## src/rtl/muldiv_pkg.sv

```systemverilog
// Shared definitions for the iterative RV32M multiply/divide unit.
// Contents: the funct3 operation encoding, the control FSM states, the
// opcode/funct7 constants a decoder uses to route an instruction here, and
// small helpers that classify an operation by signedness and type.
package muldiv_pkg;

    typedef enum logic [2:0] {
        OP_MUL    = 3'b000,
        OP_MULH   = 3'b001,
        OP_MULHSU = 3'b010,
        OP_MULHU  = 3'b011,
        OP_DIV    = 3'b100,
        OP_DIVU   = 3'b101,
        OP_REM    = 3'b110,
        OP_REMU   = 3'b111
    } muldiv_op_e;

    typedef enum logic [1:0] {
        ST_IDLE = 2'd0,
        ST_CALC = 2'd1,
        ST_FIX  = 2'd2
    } muldiv_state_e;

    localparam logic [6:0] MULDIV_OPCODE = 7'b0110011;
    localparam logic [6:0] MULDIV_FUNCT7 = 7'b0000001;

    // rs1 is treated as two's complement for these ops.
    function automatic logic a_is_signed(input muldiv_op_e op);
        return (op == OP_MULH) || (op == OP_MULHSU) || (op == OP_DIV) || (op == OP_REM);
    endfunction

    // rs2 is treated as two's complement for these ops (MULHSU keeps it unsigned).
    function automatic logic b_is_signed(input muldiv_op_e op);
        return (op == OP_MULH) || (op == OP_DIV) || (op == OP_REM);
    endfunction

    function automatic logic op_is_div(input muldiv_op_e op);
        return op[2];
    endfunction

endpackage

```

## src/rtl/muldiv_abs_neg.sv

```systemverilog
// Conditional two's-complement negate.
// Ports: in_i  - value to transform
//        neg_i - 1: output is -in_i, 0: output is in_i
//        out_o - result, same width as in_i
module muldiv_abs_neg #(
    parameter int W = 32
) (
    input  logic [W-1:0] in_i,
    input  logic         neg_i,
    output logic [W-1:0] out_o
);

    assign out_o = neg_i ? (~in_i + W'(1)) : in_i;

endmodule

```

## src/rtl/muldiv_unit.sv

```systemverilog
// Iterative RV32M multiply/divide unit: radix-2 shift-add multiply and
// restoring divide, one bit per cycle, on operand magnitudes; signs are
// reapplied in a final FIX cycle.
// Ports: clk, rst_n (async, active low)
//        start/ready  - request handshake, accepted when start && ready
//        kill         - abort an in-flight op without a done pulse
//        op           - funct3 of the M-extension instruction
//        op_a, op_b   - rs1 / rs2 operands, sampled only on accept
//        busy         - op in flight (inverse of ready)
//        done         - one-cycle pulse, result valid
//        result       - last completed result, held between ops
module muldiv_unit
    import muldiv_pkg::*;
#(
    parameter int LEN = 32
) (
    input  logic           clk,
    input  logic           rst_n,
    input  logic           start,
    input  logic           kill,
    input  logic [2:0]     op,
    input  logic [LEN-1:0] op_a,
    input  logic [LEN-1:0] op_b,
    output logic           ready,
    output logic           busy,
    output logic           done,
    output logic [LEN-1:0] result
);

    localparam int CNT_W = $clog2(LEN) + 1;

    muldiv_state_e   state_q, state_d;
    muldiv_op_e      op_q, op_d;
    logic [CNT_W-1:0] cnt_q, cnt_d;
    // hi: product high half / partial remainder. lo: multiplier shifting
    // out into product low half / dividend shifting out into quotient.
    logic [LEN-1:0]  hi_q, hi_d;
    logic [LEN-1:0]  lo_q, lo_d;
    logic [LEN-1:0]  bop_q, bop_d;
    logic            psign_q, psign_d;   // product / quotient sign
    logic            rsign_q, rsign_d;   // remainder sign
    logic [LEN-1:0]  result_q, result_d;
    logic            done_q, done_d;

    // ---------------- operand entry ----------------
    muldiv_op_e     op_in;
    logic           neg_a_in, neg_b_in;
    logic [LEN-1:0] a_mag, b_mag;
    logic           div_by_zero, div_overflow;

    assign op_in    = muldiv_op_e'(op);
    assign neg_a_in = a_is_signed(op_in) & op_a[LEN-1];
    assign neg_b_in = b_is_signed(op_in) & op_b[LEN-1];

    muldiv_abs_neg #(.W(LEN)) u_abs_a (.in_i(op_a), .neg_i(neg_a_in), .out_o(a_mag));
    muldiv_abs_neg #(.W(LEN)) u_abs_b (.in_i(op_b), .neg_i(neg_b_in), .out_o(b_mag));

    assign div_by_zero  = op_is_div(op_in) && (op_b == '0);
    assign div_overflow = ((op_in == OP_DIV) || (op_in == OP_REM))
                          && (op_a == {1'b1, {(LEN-1){1'b0}}}) && (op_b == '1);

    // ---------------- iteration datapath ----------------
    logic [LEN:0] mul_sum;
    logic [LEN:0] rem_sh;
    logic [LEN:0] div_diff;

    assign mul_sum  = {1'b0, hi_q} + (lo_q[0] ? {1'b0, bop_q} : '0);
    assign rem_sh   = {hi_q, lo_q[LEN-1]};
    // Negative trial difference (MSB set) means the divisor did not fit.
    assign div_diff = rem_sh - {1'b0, bop_q};

    // ---------------- sign fix-up ----------------
    logic [2*LEN-1:0] prod_fix;
    logic [LEN-1:0]   quot_fix, rem_fix;
    logic [LEN-1:0]   fix_result;

    muldiv_abs_neg #(.W(2*LEN)) u_neg_prod (.in_i({hi_q, lo_q}), .neg_i(psign_q), .out_o(prod_fix));
    muldiv_abs_neg #(.W(LEN))   u_neg_quot (.in_i(lo_q),         .neg_i(psign_q), .out_o(quot_fix));
    muldiv_abs_neg #(.W(LEN))   u_neg_rem  (.in_i(hi_q),         .neg_i(rsign_q), .out_o(rem_fix));

    always_comb begin
        fix_result = '0;
        case (op_q)
            OP_MUL:                        fix_result = prod_fix[LEN-1:0];
            OP_MULH, OP_MULHSU, OP_MULHU:  fix_result = prod_fix[2*LEN-1:LEN];
            OP_DIV, OP_DIVU:               fix_result = quot_fix;
            default:                       fix_result = rem_fix;
        endcase
    end

    // ---------------- control FSM ----------------
    always_comb begin
        state_d  = state_q;
        op_d     = op_q;
        cnt_d    = cnt_q;
        hi_d     = hi_q;
        lo_d     = lo_q;
        bop_d    = bop_q;
        psign_d  = psign_q;
        rsign_d  = rsign_q;
        result_d = result_q;
        done_d   = 1'b0;

        case (state_q)
            ST_IDLE: begin
                if (start && !kill) begin
                    op_d    = op_in;
                    cnt_d   = '0;
                    hi_d    = '0;
                    lo_d    = a_mag;
                    bop_d   = b_mag;
                    psign_d = neg_a_in ^ neg_b_in;
                    rsign_d = neg_a_in;
                    state_d = ST_CALC;
                    // Special cases preload quotient/remainder so FIX
                    // passes them through unchanged.
                    if (div_by_zero) begin
                        lo_d    = '1;
                        hi_d    = op_a;
                        psign_d = 1'b0;
                        rsign_d = 1'b0;
                        state_d = ST_FIX;
                    end else if (div_overflow) begin
                        lo_d    = op_a;
                        hi_d    = '0;
                        psign_d = 1'b0;
                        rsign_d = 1'b0;
                        state_d = ST_FIX;
                    end
                end
            end
            ST_CALC: begin
                if (kill) begin
                    state_d = ST_IDLE;
                end else begin
                    if (op_is_div(op_q)) begin
                        if (!div_diff[LEN]) begin
                            hi_d = div_diff[LEN-1:0];
                            lo_d = {lo_q[LEN-2:0], 1'b1};
                        end else begin
                            hi_d = rem_sh[LEN-1:0];
                            lo_d = {lo_q[LEN-2:0], 1'b0};
                        end
                    end else begin
                        hi_d = mul_sum[LEN:1];
                        lo_d = {mul_sum[0], lo_q[LEN-1:1]};
                    end
                    cnt_d = cnt_q + CNT_W'(1);
                    if (cnt_q == CNT_W'(LEN - 1)) begin
                        state_d = ST_FIX;
                    end
                end
            end
            ST_FIX: begin
                state_d = ST_IDLE;
                if (!kill) begin
                    done_d   = 1'b1;
                    result_d = fix_result;
                end
            end
            default: state_d = ST_IDLE;
        endcase
    end

    always_ff @(posedge clk or negedge rst_n) begin
        if (!rst_n) begin
            state_q  <= ST_IDLE;
            op_q     <= OP_MUL;
            cnt_q    <= '0;
            hi_q     <= '0;
            lo_q     <= '0;
            bop_q    <= '0;
            psign_q  <= 1'b0;
            rsign_q  <= 1'b0;
            result_q <= '0;
            done_q   <= 1'b0;
        end else begin
            state_q  <= state_d;
            op_q     <= op_d;
            cnt_q    <= cnt_d;
            hi_q     <= hi_d;
            lo_q     <= lo_d;
            bop_q    <= bop_d;
            psign_q  <= psign_d;
            rsign_q  <= rsign_d;
            result_q <= result_d;
            done_q   <= done_d;
        end
    end

    assign ready  = (state_q == ST_IDLE);
    assign busy   = !ready;
    assign done   = done_q;
    assign result = result_q;

endmodule

```

## config.mk

```make
export PLATFORM = sky130hd
export DESIGN_NAME = muldiv_unit
export DESIGN_NICKNAME = d
export VERILOG_FILES = /design/src/rtl/muldiv_pkg.sv /design/src/rtl/muldiv_abs_neg.sv /design/src/rtl/muldiv_unit.sv
export SDC_FILE = /design/constraint.sdc
export NUM_CORES = 1
export LEC_CHECK = 0
export ABC_AREA = 1
export BUFFER_PORTS_ARGS = -buffer_cell sky130_fd_sc_hd__buf_2
export CORE_ASPECT_RATIO = 0.5
export CORE_MARGIN = 2
export CORE_UTILIZATION = 45
export DETAILED_ROUTE_END_ITERATION = 10
export PLACE_DENSITY = 0.71
export RECOVER_POWER = 50
export SLEW_MARGIN = 10
export SYNTH_ARGS = -nofsm -noshare
export SYNTH_HDL_FRONTEND = slang
export SYNTH_SLANG_ARGS = --single-unit
```

## constraint.sdc

```tcl
create_clock -name clk -period 4.7 [get_ports clk]
set_input_delay 0.94 -clock clk [delete_from_list [all_inputs] [get_ports clk]]
set_output_delay 0.94 -clock clk [all_outputs]
set_load 0.005 [all_outputs]
```

=== After elaboration in Yosys (flattened, before gate mapping) ===
Cells that the tools add are included.

* Output and inout port bits: 35
* Bits of input ports: 71
* Register bits after elaboration: 142
* Logic and storage cells: 101

* $add $sub $neg: 8
* Muxes and demuxes: 35
* Reduce and logical (&&, ||, !) cells: 22
* Bitwise gates (word level): 9
* Equality and inequality tests: 17

{| class="wikitable"
|+ Operator list
! operator !! count
|-
| two-way mux 32 bit || 15
|-
| adder 32 x 1 -> 32 bit (second input constant) || 4
|-
| inverter 32 bit || 4
|-
| case mux 32 bit (2 select lines) || 2
|-
| case mux 32 bit (3 select lines) || 1
|-
| adder 64 x 1 -> 64 bit (second input constant) || 1
|-
| equality test 32 bit (second input constant) || 2
|-
| two-way mux 64 bit || 1
|-
| inverter 64 bit || 1
|-
| adder 32 x 32 -> 33 bit || 1
|-
| subtractor 33 x 32 -> 33 bit || 1
|-
| zero test 32 bit || 1
|-
| equality test 3 bit (second input constant) || 4
|-
| two-way mux 6 bit || 2
|-
| case mux 6 bit (2 select lines) || 1
|-
| two-way mux 2 bit || 5
|-
| equality test 3 x 2 -> 1 bit (second input constant) || 3
|-
| two-way mux 1 bit || 7
|-
| adder 6 x 1 -> 6 bit (second input constant) || 1
|-
| equality test 3 x 1 -> 1 bit (second input constant) || 2
|-
| equality test 6 x 5 -> 1 bit (second input constant) || 1
|-
| logical OR 1 bit || 6
|-
| AND reduction 2 bit || 3
|-
| logical AND 1 bit || 4
|-
| other kinds (16) || 18
|}

=== Logic depth before layout (Yosys ltp) ===
* Word-level depth: 10
* Mapped depth: 21
* Depth with buffers taken out: 20

=== Hierarchy ===
From an unflattened synthesis, not the netlist that was laid out.

* Cells, all modules: 3,792
* Area total of the unflattened synthesis: 20,892.5 um^2

{| class="wikitable"
|+ Modules (own cells, without submodules)
! module !! area each (um^2) !! times used !! cells each !! seq. area each (um^2)
|-
| muldiv_unit || 13,992.2 || 1 || 2,386 || 3,553.4
|-
| muldiv_abs_neg (u_abs_a ...) || 1,108.6 || 4 || 227 || 0.0
|-
| muldiv_abs_neg (u_neg_prod) || 2,466.1 || 1 || 498 || 0.0
|}

=== Worst setup path before layout ===
Ideal clock, no wire load.

* Path type: reg2reg
* From: register lo_q[31]
* To: register hi_q[23]
* Path buffers: 1
* Setup slack: 2.186 ns
* Data required time: 4.583 ns
* Stages on the path, launching flop included: 21
* Data arrival time: 2.397 ns
* Setup time: 0.117 ns
* Clock period less this slack: 2.514 ns
* Cells stage by stage: dfrtp_1 clkinv_1 ha_1 fa_1 inv_1 nand3_1 nand2_2 nand2_1 nand2_1 nand2_1 nand2_1 nand2_1 nand2_1 nand2_2 nand2_2 buf_4 nand2_1 nand3_1 nand2_1 nand2_1 nand2_1

* Word-level cells in the longest chain between the ends: 5

{| class="wikitable"
|+ RTL lines
! item !! RTL line !! RTL
|-
| start, declared || muldiv_unit.sv:38 || <nowiki>logic [LEN-1:0] lo_q, lo_d;</nowiki>
|-
| start signal, assigned || muldiv_unit.sv:182 || <nowiki>lo_q <= lo_d;</nowiki>
|-
| subtractor 33 x 32 -> 33 bit || muldiv_unit.sv:70 || <nowiki>assign div_diff = rem_sh - {1'b0, bop_q};</nowiki>
|-
| two-way mux 32 bit || muldiv_unit.sv:137 || <nowiki>if (!div_diff[LEN]) begin</nowiki>
|-
| two-way mux 32 bit || muldiv_unit.sv:136 || <nowiki>if (op_is_div(op_q)) begin</nowiki>
|-
| two-way mux 32 bit || muldiv_unit.sv:133 || <nowiki>if (kill) begin</nowiki>
|-
| case mux 32 bit (2 select lines) || muldiv_unit.sv:104 || <nowiki>case (state_q)</nowiki>
|-
| end signal, assigned || muldiv_unit.sv:181 || <nowiki>hi_q <= hi_d;</nowiki>
|-
| end, declared || muldiv_unit.sv:37 || <nowiki>logic [LEN-1:0] hi_q, hi_d;</nowiki>
|}

Every way passes these cells. The select of a mux whose other input is x is not followed.
A chain may end at the register's enable or synchronous reset.

=== Final worst setup path ===
* From: register lo_q[31]
* To: register hi_q[4]

The elaborated chain is that of the path after synthesis.

==> metrics.yaml <==
r2r_slack_ps: 890
io_buffer_count: 105
clk_pin_slew_ps: 80
cts.sinks: 142
cp.arrival_ps: 4170
grt_max_degree: 82
cp.required_ps: 5060
ctsHoldBuffers: 0
grt_pass1_wl_um: 123000
timing.fmax_mhz: 263
period_share: 0.810
hold_viol_final: 0
hp-class: "register to register"
hold_end: "result[13]"
worstMarginPinSlew_ps: 2360
ys.flop_type: "dfrtp_1"
cts_resized: 0
yosysMostFrequentCell: "nand2_1"
yosysWarnings: 0
min_path_cells: 2
setup_viol: 0
violations: "capacitance limit, slew limit"
netlist_area_um2: 18200
worstSetupStartpointType: "register"
criticalPathCategory: "register to register"
r2r_cells: 20
first_iter_violations: 3014
ant_nets: 0
cts_tree: "built"
status: "finished with violations"
reg2reg_from: "lo_q[31]"
antenna_cells: 0
dieArea_um2: 42100
critPathMaxFanout: 33
grt-ovfl-total: 0
fin_crit_ps: 3810
leakage_nw: 10.7
finalSetupTns_ps: 0
root_buffer: "clkbuf_16"
coreArea_um2: 39400
synth.area.top_cells: "nand2_1 (23%), dfrtp_1 (20%), inv_1 (10%)"
drc: 0
clock_path_buffers: 2
drv_cap: 2
post_cts_buffers: 0
grt.total_usage: 0.384
wl_per_cell_um: 20.9
die_h_um: 146
synth_cell_types: 52
clock_latency_ps: 470
synth_nets: 3448
start_util: 0.461
cts_made_buffers: 17
skew_ps: 22.5
n_fill_cell: 4325
drt_first_pass_iters: 9
antenna_found_initial: 0
synth_commonest_cells: "nand2_1 (1114), inv_1 (483), nor2_1 (362)"
synthCells: 3305
io_pins: 106
place_inst: 3874
htree_levels: 4
vdd_drop_max_mv: 0.454
fin_nets: 3506
synthToLayoutAreaGrowth_pct: 9.05
grt_pass1_vias: 20100
min-delay-start: "result[13]"
totalWireLength_um: 81500
slew_headroom: -0.575
reg2reg_to: "hi_q[4]"
synth_edf_count: 0
pre_cts_ws_ps: 1070
synth.largest_area_cell: "nand2_1"
end_kind: "register"
avgSynthCellArea_um2: 5.50
yosysSeqAreaShare: 0.196
placementRows: 51
synthArstFlopShare: 1.00
slew_violations: 126
vias_per_cell: 5.74
yosysTopAreaCellShare: 0.230
p_per_area_nw_per_um2: 763
post_layout_nonfiller_instances: 3906
drive_gt1_frac: 0.0690
rsz0062_at_grt: "no"
die_w_um: 288
vias: 22400
dpl.hpwl_um: 65900
gp_congestion: 1.05
finalWorstSetupSlack_ps: 892
yosys_register_bits: 142
## metrics by stage
| stage | total power [mW] | area, µm² | util | hold slack (ps) |
|---|---|---|---|---|
| 6_report | 15.1 | 19800 | 0.503 | 478 |
| 3_5_place_dp | 13.2 | 19300 | 0.489 | 461 |
| 3_3_place_gp | 13.2 | 19300 | 0.489 | 456 |
| 4_1_cts | 14.7 | 19800 | 0.504 | 481 |
| 2_1_floorplan | 9.35 | 18200 | - | 469 |
| 5_1_grt | 16.3 | 19800 | 0.503 | 507 |
## report_power, final
part           leakage, nW  internal [mW]  total (mW)  switching [mW]
combinational         8.64           3.22        11.1            7.86
clock                0.285          0.794        1.44           0.642
sequential            1.74           1.77        2.59           0.822
total                 10.7           5.79        15.1            9.32
## logic make-up (layout without fill, tap and decap cells)
family,count (synthesis),in the layout,share of synthesized area
DFF,142,142,0.196
AOI/OAI and AO/OA,480,480,0.143
xor gates and xnor gates,89,89,0.0429
buffers and inverters,609,680,0.129
and+or+nand+nor,1913,1913,0.439
adders and majority gates,72,72,0.0504
## registers in the layout, indices dropped and copies added (netlist names)
| signal | flops |
|---|---|
| rsign_q | 1 |
| result | 32 |
| op_q | 3 |
| hi_q | 32 |
| bop_q | 32 |
| done | 1 |
| state_q | 2 |
| cnt_q | 6 |
| psign_q | 1 |
| lo_q | 32 |
## area by class of cell
cell class | instances | area (µm²) | share of cell area
Clock inverter | 13 | 154 | 0.00777
Sequential cell | 142 | 3560 | 0.179
Inverter | 494 | 1850 | 0.0936
Tap cell | 530 | 663 | 0.0335
Clock buffer | 19 | 433 | 0.0218
Timing Repair Buffer | 154 | 873 | 0.0441
Multi-Input combinational cell | 2554 | 12300 | 0.620
## worst max-delay path: stages, from the launching register on
cell      delay (ps)
dfrtp_1          380
clkinv_1         280
ha_1             340
fa_1             500
inv_1            120
nand3_1           80
nand2_2          140
nand2_1           60
nand2_1          110
nand2_1           60
nand2_1           90
nand2_1          150
nand2_1          120
nand2_2          420
nand2_2          200
buf_4            270
nand2_1           90
nand3_1           80
nand2_1           70
nand2_1           60
nand2_1           50
## per-layer routing
layer / vias up / global-route usage / share of wire
met2: 1209 / 0.550 / 0.40
met1: 10500 / 0.564 / 0.45
met5: - / 0 / 0
met3: 125 / 0.0903 / 0.12
li1: 10600 / - / -
met4: 0 / 0.116 / 0.030
## how the worst max path moves through the flow
stage               endpoint  slack, ps  depth (start not counted)     start
finish               hi_q[4]        890                         20  lo_q[31]
global route        hi_q[14]        610                         19   hi_q[0]
CTS                  hi_q[4]       1040                         19   hi_q[0]
detailed placement   hi_q[4]       1070                         19   hi_q[0]
global placement     hi_q[3]       1180                         20  lo_q[31]
floorplan           hi_q[23]       2190                         20  lo_q[31]
## cells in the final DEF, fill, tap and decap left out, types with 7 or more instances in the layout
master     instances
xor2_1            81
xnor2_1            8
a21oi_1          210
dfrtp_1          140
or2_2             20
buf_2             99
a21boi_0           9
inv_1            482
clkbuf_16         17
o211ai_1          16
clkbuf_1          10
o31ai_1            7
nand3_1          261
inv_2              8
nor3_1            47
o21ai_1            9
o21ai_0          182
nor2_1           362
a31oi_1           12
nand4_1           74
nand2_1         1113
ha_1              70
buf_4             45
(Power assumes the default switching activity.)
